File: src/rtl/pl_pkg.sv
// Shared types and constants for the pipeline stage register.
// Holds the skid FSM encoding, default field widths and ID/EX control-bit positions.
package pl_pkg;

  typedef enum logic [1:0] {
    ST_EMPTY = 2'd0,
    ST_ONE   = 2'd1,
    ST_TWO   = 2'd2
  } pl_state_e;

  localparam int unsigned PL_CW = 16;
  localparam int unsigned PL_DW = 160;

  // ID/EX control-field layout
  localparam int unsigned IDEX_REGWRITE     = 0;
  localparam int unsigned IDEX_MEMWRITE     = 1;
  localparam int unsigned IDEX_BRANCH       = 2;
  localparam int unsigned IDEX_JUMP         = 3;
  localparam int unsigned IDEX_JALR         = 4;
  localparam int unsigned IDEX_RESULTSRC_LO = 5;
  localparam int unsigned IDEX_RESULTSRC_HI = 6;
  localparam int unsigned IDEX_ALUSRC       = 7;
  localparam int unsigned IDEX_ALUCTRL_LO   = 8;
  localparam int unsigned IDEX_ALUCTRL_HI   = 11;
  localparam int unsigned IDEX_LAUISEL      = 12;

endpackage

File: src/rtl/pl_entry.sv
// One valid+ctrl+data holding register; priority is clear > load > drop.
// Ctrl is zeroed on clear; data is zeroed on clear only when CLEAR_DATA != 0.
module pl_entry
  import pl_pkg::*;
#(
  parameter int unsigned CW         = PL_CW,
  parameter int unsigned DW         = PL_DW,
  parameter int unsigned CLEAR_DATA = 1
) (
  input  logic          clk,
  input  logic          rst,
  input  logic          i_clr,
  input  logic          i_load,
  input  logic          i_drop,
  input  logic [CW-1:0] i_ctrl,
  input  logic [DW-1:0] i_data,
  output logic          o_valid,
  output logic [CW-1:0] o_ctrl,
  output logic [DW-1:0] o_data
);

  logic          r_valid;
  logic [CW-1:0] r_ctrl;
  logic [DW-1:0] r_data;

  always_ff @(posedge clk or posedge rst) begin
    if (rst) begin
      r_valid <= 1'b0;
      r_ctrl  <= '0;
      r_data  <= '0;
    end else if (i_clr) begin
      r_valid <= 1'b0;
      r_ctrl  <= '0;
      if (CLEAR_DATA != 0) r_data <= '0;
    end else if (i_load) begin
      r_valid <= 1'b1;
      r_ctrl  <= i_ctrl;
      r_data  <= i_data;
    end else if (i_drop) begin
      r_valid <= 1'b0;
    end
  end

  assign o_valid = r_valid;
  assign o_ctrl  = r_ctrl;
  assign o_data  = r_data;

endmodule

File: src/rtl/pl_stage_reg.sv
// Pipeline stage register with valid/ready handshake, synchronous flush and flush counter.
// Define PL_STAGE_SKID_EN to add a skid entry that makes in_ready a registered signal.
module pl_stage_reg
  import pl_pkg::*;
#(
  parameter int unsigned CW         = PL_CW,
  parameter int unsigned DW         = PL_DW,
  parameter int unsigned CLEAR_DATA = 1,
  parameter int unsigned CNTW       = 16
) (
  input  logic            clk,
  input  logic            rst,
  input  logic            clr,
  input  logic            in_valid,
  output logic            in_ready,
  input  logic [CW-1:0]   in_ctrl,
  input  logic [DW-1:0]   in_data,
  output logic            out_valid,
  input  logic            out_ready,
  output logic [CW-1:0]   out_ctrl,
  output logic [DW-1:0]   out_data,
  output logic [CNTW-1:0] flush_cnt
);

  logic            w_m_valid;
  logic [CW-1:0]   w_m_ctrl;
  logic [DW-1:0]   w_m_data;
  logic            w_m_load;
  logic            w_m_drop;
  logic [CW-1:0]   w_m_ld_ctrl;
  logic [DW-1:0]   w_m_ld_data;
  logic            w_accept;
  logic            w_deliver;
  logic            w_any_valid;
  logic [CNTW-1:0] r_flush_cnt;

  assign w_accept  = in_valid & in_ready;
  assign w_deliver = w_m_valid & out_ready;

`ifdef PL_STAGE_SKID_EN
  pl_state_e     r_state;
  pl_state_e     w_state_nxt;
  logic          r_in_ready;
  logic          w_s_valid;
  logic [CW-1:0] w_s_ctrl;
  logic [DW-1:0] w_s_data;
  logic          w_s_load;
  logic          w_s_drop;
  logic          w_m_src_s;

  assign in_ready    = clr | r_in_ready;
  assign w_any_valid = w_m_valid | w_s_valid;
  assign w_m_ld_ctrl = w_m_src_s ? w_s_ctrl : in_ctrl;
  assign w_m_ld_data = w_m_src_s ? w_s_data : in_data;

  always_comb begin
    w_state_nxt = r_state;
    w_m_load    = 1'b0;
    w_m_drop    = 1'b0;
    w_m_src_s   = 1'b0;
    w_s_load    = 1'b0;
    w_s_drop    = 1'b0;
    if (clr) begin
      w_state_nxt = ST_EMPTY;
    end else begin
      unique case (r_state)
        ST_EMPTY: if (w_accept) begin
          w_m_load    = 1'b1;
          w_state_nxt = ST_ONE;
        end
        ST_ONE: begin
          if (w_accept && w_deliver) begin
            w_m_load = 1'b1;
          end else if (w_accept) begin
            w_s_load    = 1'b1;
            w_state_nxt = ST_TWO;
          end else if (w_deliver) begin
            w_m_drop    = 1'b1;
            w_state_nxt = ST_EMPTY;
          end
        end
        ST_TWO: if (w_deliver) begin
          // S advances into M so beat order is preserved
          w_m_load    = 1'b1;
          w_m_src_s   = 1'b1;
          w_s_drop    = 1'b1;
          w_state_nxt = ST_ONE;
        end
        default: w_state_nxt = ST_EMPTY;
      endcase
    end
  end

  always_ff @(posedge clk or posedge rst) begin
    if (rst) begin
      r_state    <= ST_EMPTY;
      r_in_ready <= 1'b1;
    end else begin
      r_state    <= w_state_nxt;
      r_in_ready <= (w_state_nxt != ST_TWO);
    end
  end

  pl_entry #(.CW(CW), .DW(DW), .CLEAR_DATA(CLEAR_DATA)) u_s (
    .clk     (clk),
    .rst     (rst),
    .i_clr   (clr),
    .i_load  (w_s_load),
    .i_drop  (w_s_drop),
    .i_ctrl  (in_ctrl),
    .i_data  (in_data),
    .o_valid (w_s_valid),
    .o_ctrl  (w_s_ctrl),
    .o_data  (w_s_data)
  );
`else
  assign in_ready    = clr | ~w_m_valid | out_ready;
  assign w_any_valid = w_m_valid;
  assign w_m_ld_ctrl = in_ctrl;
  assign w_m_ld_data = in_data;
  assign w_m_load    = w_accept;
  assign w_m_drop    = w_deliver & ~w_accept;
`endif

  pl_entry #(.CW(CW), .DW(DW), .CLEAR_DATA(CLEAR_DATA)) u_m (
    .clk     (clk),
    .rst     (rst),
    .i_clr   (clr),
    .i_load  (w_m_load),
    .i_drop  (w_m_drop),
    .i_ctrl  (w_m_ld_ctrl),
    .i_data  (w_m_ld_data),
    .o_valid (w_m_valid),
    .o_ctrl  (w_m_ctrl),
    .o_data  (w_m_data)
  );

  always_ff @(posedge clk or posedge rst) begin
    if (rst) begin
      r_flush_cnt <= '0;
    end else if (clr && w_any_valid && (r_flush_cnt != '1)) begin
      r_flush_cnt <= r_flush_cnt + CNTW'(1);
    end
  end

  assign out_valid = w_m_valid;
  assign out_ctrl  = w_m_valid ? w_m_ctrl : '0;
  assign out_data  = w_m_data;
  assign flush_cnt = r_flush_cnt;

endmodule

File: config.mk
export PLATFORM = sky130hd
export DESIGN_NAME = pl_stage_reg
export DESIGN_NICKNAME = d
export VERILOG_FILES = /design/src/rtl/pl_pkg.sv /design/src/rtl/pl_entry.sv /design/src/rtl/pl_stage_reg.sv
export SDC_FILE = /design/constraint.sdc
export NUM_CORES = 1
export LEC_CHECK = 0
export BUFFER_PORTS_ARGS = -buffer_cell sky130_fd_sc_hd__clkbuf_2
export CELL_PAD_IN_SITES_DETAIL_PLACEMENT = 1
export CELL_PAD_IN_SITES_GLOBAL_PLACEMENT = 1
export CORE_UTILIZATION = 30
export CTS_CLUSTER_DIAMETER = 200
export DETAILED_ROUTE_END_ITERATION = 8
export PLACE_DENSITY_LB_ADDON = 0.1
export SETUP_SLACK_MARGIN = 0.2
export SYNTH_ARGS = -nofsm -noshare
export SYNTH_HDL_FRONTEND = slang
export SYNTH_SLANG_ARGS = --single-unit
File: constraint.sdc
create_clock -name clk -period 5.38 [get_ports clk]
set_input_delay 0 -clock clk [delete_from_list [all_inputs] [get_ports clk]]
set_output_delay 0 -clock clk [all_outputs]
set_load 0.02 [all_outputs]
Word level (Yosys, flattened, before mapping) --
Cells that the tools add are included.
Word-level totals: register bits 193
Operators by class: add/subtract/negate cells 1, equality and inequality tests 1, bitwise gates (word level) 7, reduce and logical (&&, ||, !) cells 4, mux-type cells 8
Operators with widths (number):
- $mux 160 | 2
- $mux 16 | 3
- $add 16x1->16 const B | 1
- $ne 16x16->1 const B | 1
- $and 1x1->1 | 3
- $mux 1 | 3
- $reduce_bool 3->1 | 1
- $logic_and 1x1->1 | 2
- $not 1->1 | 2
- $or 1x1->1 | 2
- $reduce_bool 2->1 | 1

Longest topological paths before layout --
depth in word-level cells 9, mapped depth 8, gate-level depth less buffers 5

Modules after synthesis --
Synthesis repeated with hierarchy kept, for this count alone.
Second synthesis, totals: cells, all modules 670, area total of the unflattened synthesis 8174.1 µm²
By module, submodules not included:
- pl_entry | cells an instance 573, instances 1, area each 7209.4 µm²
- pl_stage_reg | cells an instance 97, instances 1, area each 964.7 µm²

Worst setup path before layout --
Ideal clock, no wire load.
kind register to register, from register r_flush_cnt[12] (netlist: flush_cnt[12]), to register r_flush_cnt[1] (netlist: flush_cnt[1]), stages on the path, launching flop included 5, path buffers 0, data arrival time 1.690 ns, setup slack 3.565 ns, required time 5.255 ns, clock period less this slack 1.815 ns, path through dfrtp_1 nand4_1 nor4_2 nor2_1 mux2_2
Between the ends: cells in the longest elaborated chain, start to end 2
Ends and longest elaborated chain:
- from (decl) | RTL line pl_stage_reg.sv:35 | logic [CNTW-1:0] r_flush_cnt;
- from (signal assigned) | RTL line pl_stage_reg.sv:142 | r_flush_cnt <= r_flush_cnt + CNTW'(1);
- $ne 16x16->1 | RTL line pl_stage_reg.sv:141 | end else if (clr && w_any_valid && (r_flush_cnt != '1)) begin
- $logic_and 1x1->1 | RTL line pl_stage_reg.sv:141
Every way passes these cells. A chain may end at the register's enable or synchronous reset.

Worst setup path after layout --
from register u_m.r_valid (netlist: u_m.o_valid), to register u_m.r_data[24] (netlist: u_m.o_data[24])
Between the ends: cells in the longest elaborated chain, start to end 5
Ends and longest elaborated chain:
- from (decl) | RTL line pl_entry.sv:22 | logic r_valid;
- from (signal assigned) | RTL line pl_entry.sv:28 | r_valid <= 1'b0;
- from (signal assigned) | RTL line pl_entry.sv:32 | r_valid <= 1'b0;
- from (signal assigned) | RTL line pl_entry.sv:36 | r_valid <= 1'b1;
- $not 1->1 | RTL line pl_stage_reg.sv:117 | assign in_ready = clr | ~w_m_valid | out_ready;
- $or 1x1->1 (2 in series) | RTL line pl_stage_reg.sv:117
- $and 1x1->1 | RTL line pl_stage_reg.sv:37 | assign w_accept = in_valid & in_ready;
- $reduce_bool 2->1 (no line)
- to (signal assigned) | RTL line pl_entry.sv:38 | r_data <= i_data;
- to (decl) | RTL line pl_entry.sv:24 | logic [DW-1:0] r_data;
Every way passes these cells.

==> results_dict.tcl <==
set metrics [dict create \
    clockBufferDepth 2 \
    port_buffers 374 \
    final_common_cell "clkbuf_2" \
    wl_per_cell_um 18.7 \
    syn_avg_cell_area_um2 14.7 \
    cts_buffers 17 \
    cts_tree "done" \
    synth_mux_area_frac 0.00472 \
    finalSetupTns_ns 0 \
    root_buffer "clkbuf_16" \
    timing.final.ws_setup_ns 2.27 \
    drv_cap 0 \
    hp-class "primary input to register" \
    path_buf_inv 1 \
    ys_seq_elements 193 \
    num_vias 6474 \
    cp_slowest_stage_delay_ns 0.93 \
    first_iter_violations 283 \
    dr.pass1.iters 4 \
    synth_compound_area_frac 0.220 \
    period_share 0.577 \
    cts_resized 0 \
    clk_pin_slew_worst_paths_ns 0.08 \
    syn-instance-count 488 \
    ant_nets 0 \
    max_freq_mhz 322 \
    cp.required_ns 5.74 \
    core-area_um2 23500 \
    die_w_um 156 \
    gp_congestion 0.763 \
    status "complete, no violations" \
    cts_hold_buf 179 \
    synth_simple_gate_area_frac 0.0463 \
    nets 1205 \
    antenna_found_initial 0 \
    preCtsSetupSlack_ns 2.27 \
    grt_pass1_wl_um 38900 \
    num_rows 56 \
    hold_viol 0 \
    drive_gt1_frac 0.403 \
    ys.warnings.count 0 \
    start_util 0.305 \
    finalSetupViolCount 0 \
    critical_path_class "register to register" \
    ys_seq_area_frac 0.674 \
    cp_slowest_cell "a21oi_4" \
    synth_nets 670 \
    synth_cell_types 27 \
    final_cell_mix "374 x clkbuf_2, 193 x dfrtp_1, 179 x dlygate4sd3_1" \
    power_density_nw_per_um2 300 \
    tightest_slew_ns 1.16 \
    globalRouteTotalUtil 0.208 \
    die_h_um 156 \
    fp.dieArea_um2 24500 \
    grt_max_degree 194 \
    htreeDepth 4 \
    drc_errors 0 \
    leakagePower_nw 6.13 \
    crit_fanout 52 \
    clock_skew_ns 0.0140 \
    cp-start-kind "register" \
    grt_pass1_vias 7043 \
    wl_um 25400 \
    cts.sink_count 193 \
    ir_worst_vdd_mv 0.183 \
    num_io_pins 375 \
    synth_xor_area_frac 0.0159 \
    dp_hpwl_um 15800 \
    drv_slew 0 \
    overflow 0 \
    synth_top_family_by_area "compound AO/OA/AOI/OAI gates" \
    critPathTopFamily "compound AO/OA/AOI/OAI gates" \
    syn-cell-area_um2 7160 \
    fillCellCount 2490 \
    diodes 0 \
    grt_setup_unrepaired "no" \
    fin_crit_ns 3.11 \
    relSlewSlack 0.224 \
    yosys.area_share.adder 0.00175 \
    critical_path.cell_chain "or3b_1 > a21oi_4 > buf_4 > a22o_1" \
    critPathCaptureType "register" \
    clock_latency_ns 0.44 \
    postCtsSetupBuffers 0 \
    crit_arrival_ns 3.47 \
    area_delta_synth_final_pct 62.4 \
    viasPerCell 4.78 \
]
## kinds of logic after synthesis
group                      count (synthesis)
muxes                                      3
xor gates and xnor gates                  13
AOI/OAI and AO/OA                        180
and+or+nand+nor                           55
adders and majority gates                  1
DFF                                      193
buffers and inverters                     43
## cells in the mapped netlist
cell type,instances,share of area
buf_6,5,0.0079
ha_1,1,0.0017
nand2_1,8,0.0042
clkbuf_1,6,0.0031
nor4_2,1,0.0017
nor4_1,1,0.00087
nor4b_1,2,0.0024
dfrtp_1,193,0.67
nand4_1,8,0.0070
and4_1,4,0.0049
nor3_1,4,0.0028
a21oi_4,1,0.0023
buf_4,8,0.0084
inv_1,1,0.00052
mux2_2,3,0.0047
nand3_1,2,0.0014
clkbuf_4,2,0.0021
nor2_1,4,0.0021
or3b_1,1,0.0012
nor3b_1,1,0.0010
buf_2,21,0.015
a22o_1,176,0.22
o21ai_0,2,0.0014
xor2_1,9,0.011
and2_1,19,0.017
a41oi_1,1,0.0012
xnor2_1,4,0.0049
## worst min-delay path, delay by kind of cell
kind | cells | cell delay [ns]
xor+xnor | 1 | 0.14
simple gates | 2 | 0.18
buf+inv | 1 | 0.17
## registers in the layout (all words and copies together) (netlist names)
signal,flops
flush_cnt,16
u_m.o_valid,1
u_m.o_ctrl,16
u_m.o_data,160
## where the power goes
part           switching [W]  internal, W
sequential         0.0000778      0.00155
combinational       0.000336     0.000274
clock               0.000628     0.000621
total                0.00104      0.00244
## cell type report
type	instances	area (um^2)	share of cell area
tap	319	399	0.0343
timing repair buffer	558	3740	0.321
inverter	1	7.51	0.000646
clock buffer	18	429	0.0369
clock inverter	14	150	0.0129
sequential	193	4830	0.415
multi-input combinational	252	2080	0.178
## path summary, 6_finish.rpt
path | from | to | slack, ns | cells after the start
setup / recovery | u_m.o_valid$_DFFE_PP0P_ | u_m.o_data[24]$_DFFE_PP0P_ | 2.27 | 4
hold / removal | clr | flush_cnt[2]$_DFFE_PP0P_ | 0.11 | 4
setup reg to reg | u_m.o_valid$_DFFE_PP0P_ | u_m.o_data[24]$_DFFE_PP0P_ | 2.27 | 4
hold reg to reg | u_m.o_ctrl[9]$_DFFE_PP0P_ | u_m.o_ctrl[9]$_DFFE_PP0P_ | 0.50 | 1
max in group asynchronous | rst | flush_cnt[9]$_DFFE_PP0P_ | 4.13 | 4
min in group asynchronous | rst | u_m.o_data[32]$_DFFE_PP0P_ | 0.48 | 4
## metrics by stage
step | utilization | cell area (um^2) | total power [W] | hold slack, ns | instances
after floorplan | - | 7160 | 0.00193 | 0.133 | 488
after global placement | 0.394 | 9260 | 0.00214 | 0.217 | 1144
after detailed placement | 0.394 | 9260 | 0.00215 | 0.222 | 1144
after CTS | 0.495 | 11600 | 0.00353 | 0.0890 | 1355
after global routing | 0.495 | 11600 | 0.00363 | 0.125 | 1355
final | 0.495 | 11600 | 0.00348 | 0.106 | 1355
## metal layers
| layer | vias to the layer above | part of all wire | global-route usage | routed length, um |
|---|---|---|---|---|
| met5 | - | 0 | 0 | 0 |
| met4 | 0 | 0.027 | 0.0892 | 698 |
| li1 | 2925 | - | - | - |
| met3 | 41 | 0.062 | 0.0468 | 1560 |
| met2 | 256 | 0.51 | 0.360 | 13000 |
| met1 | 3252 | 0.40 | 0.247 | 10200 |
(Power assumes the default switching activity.)
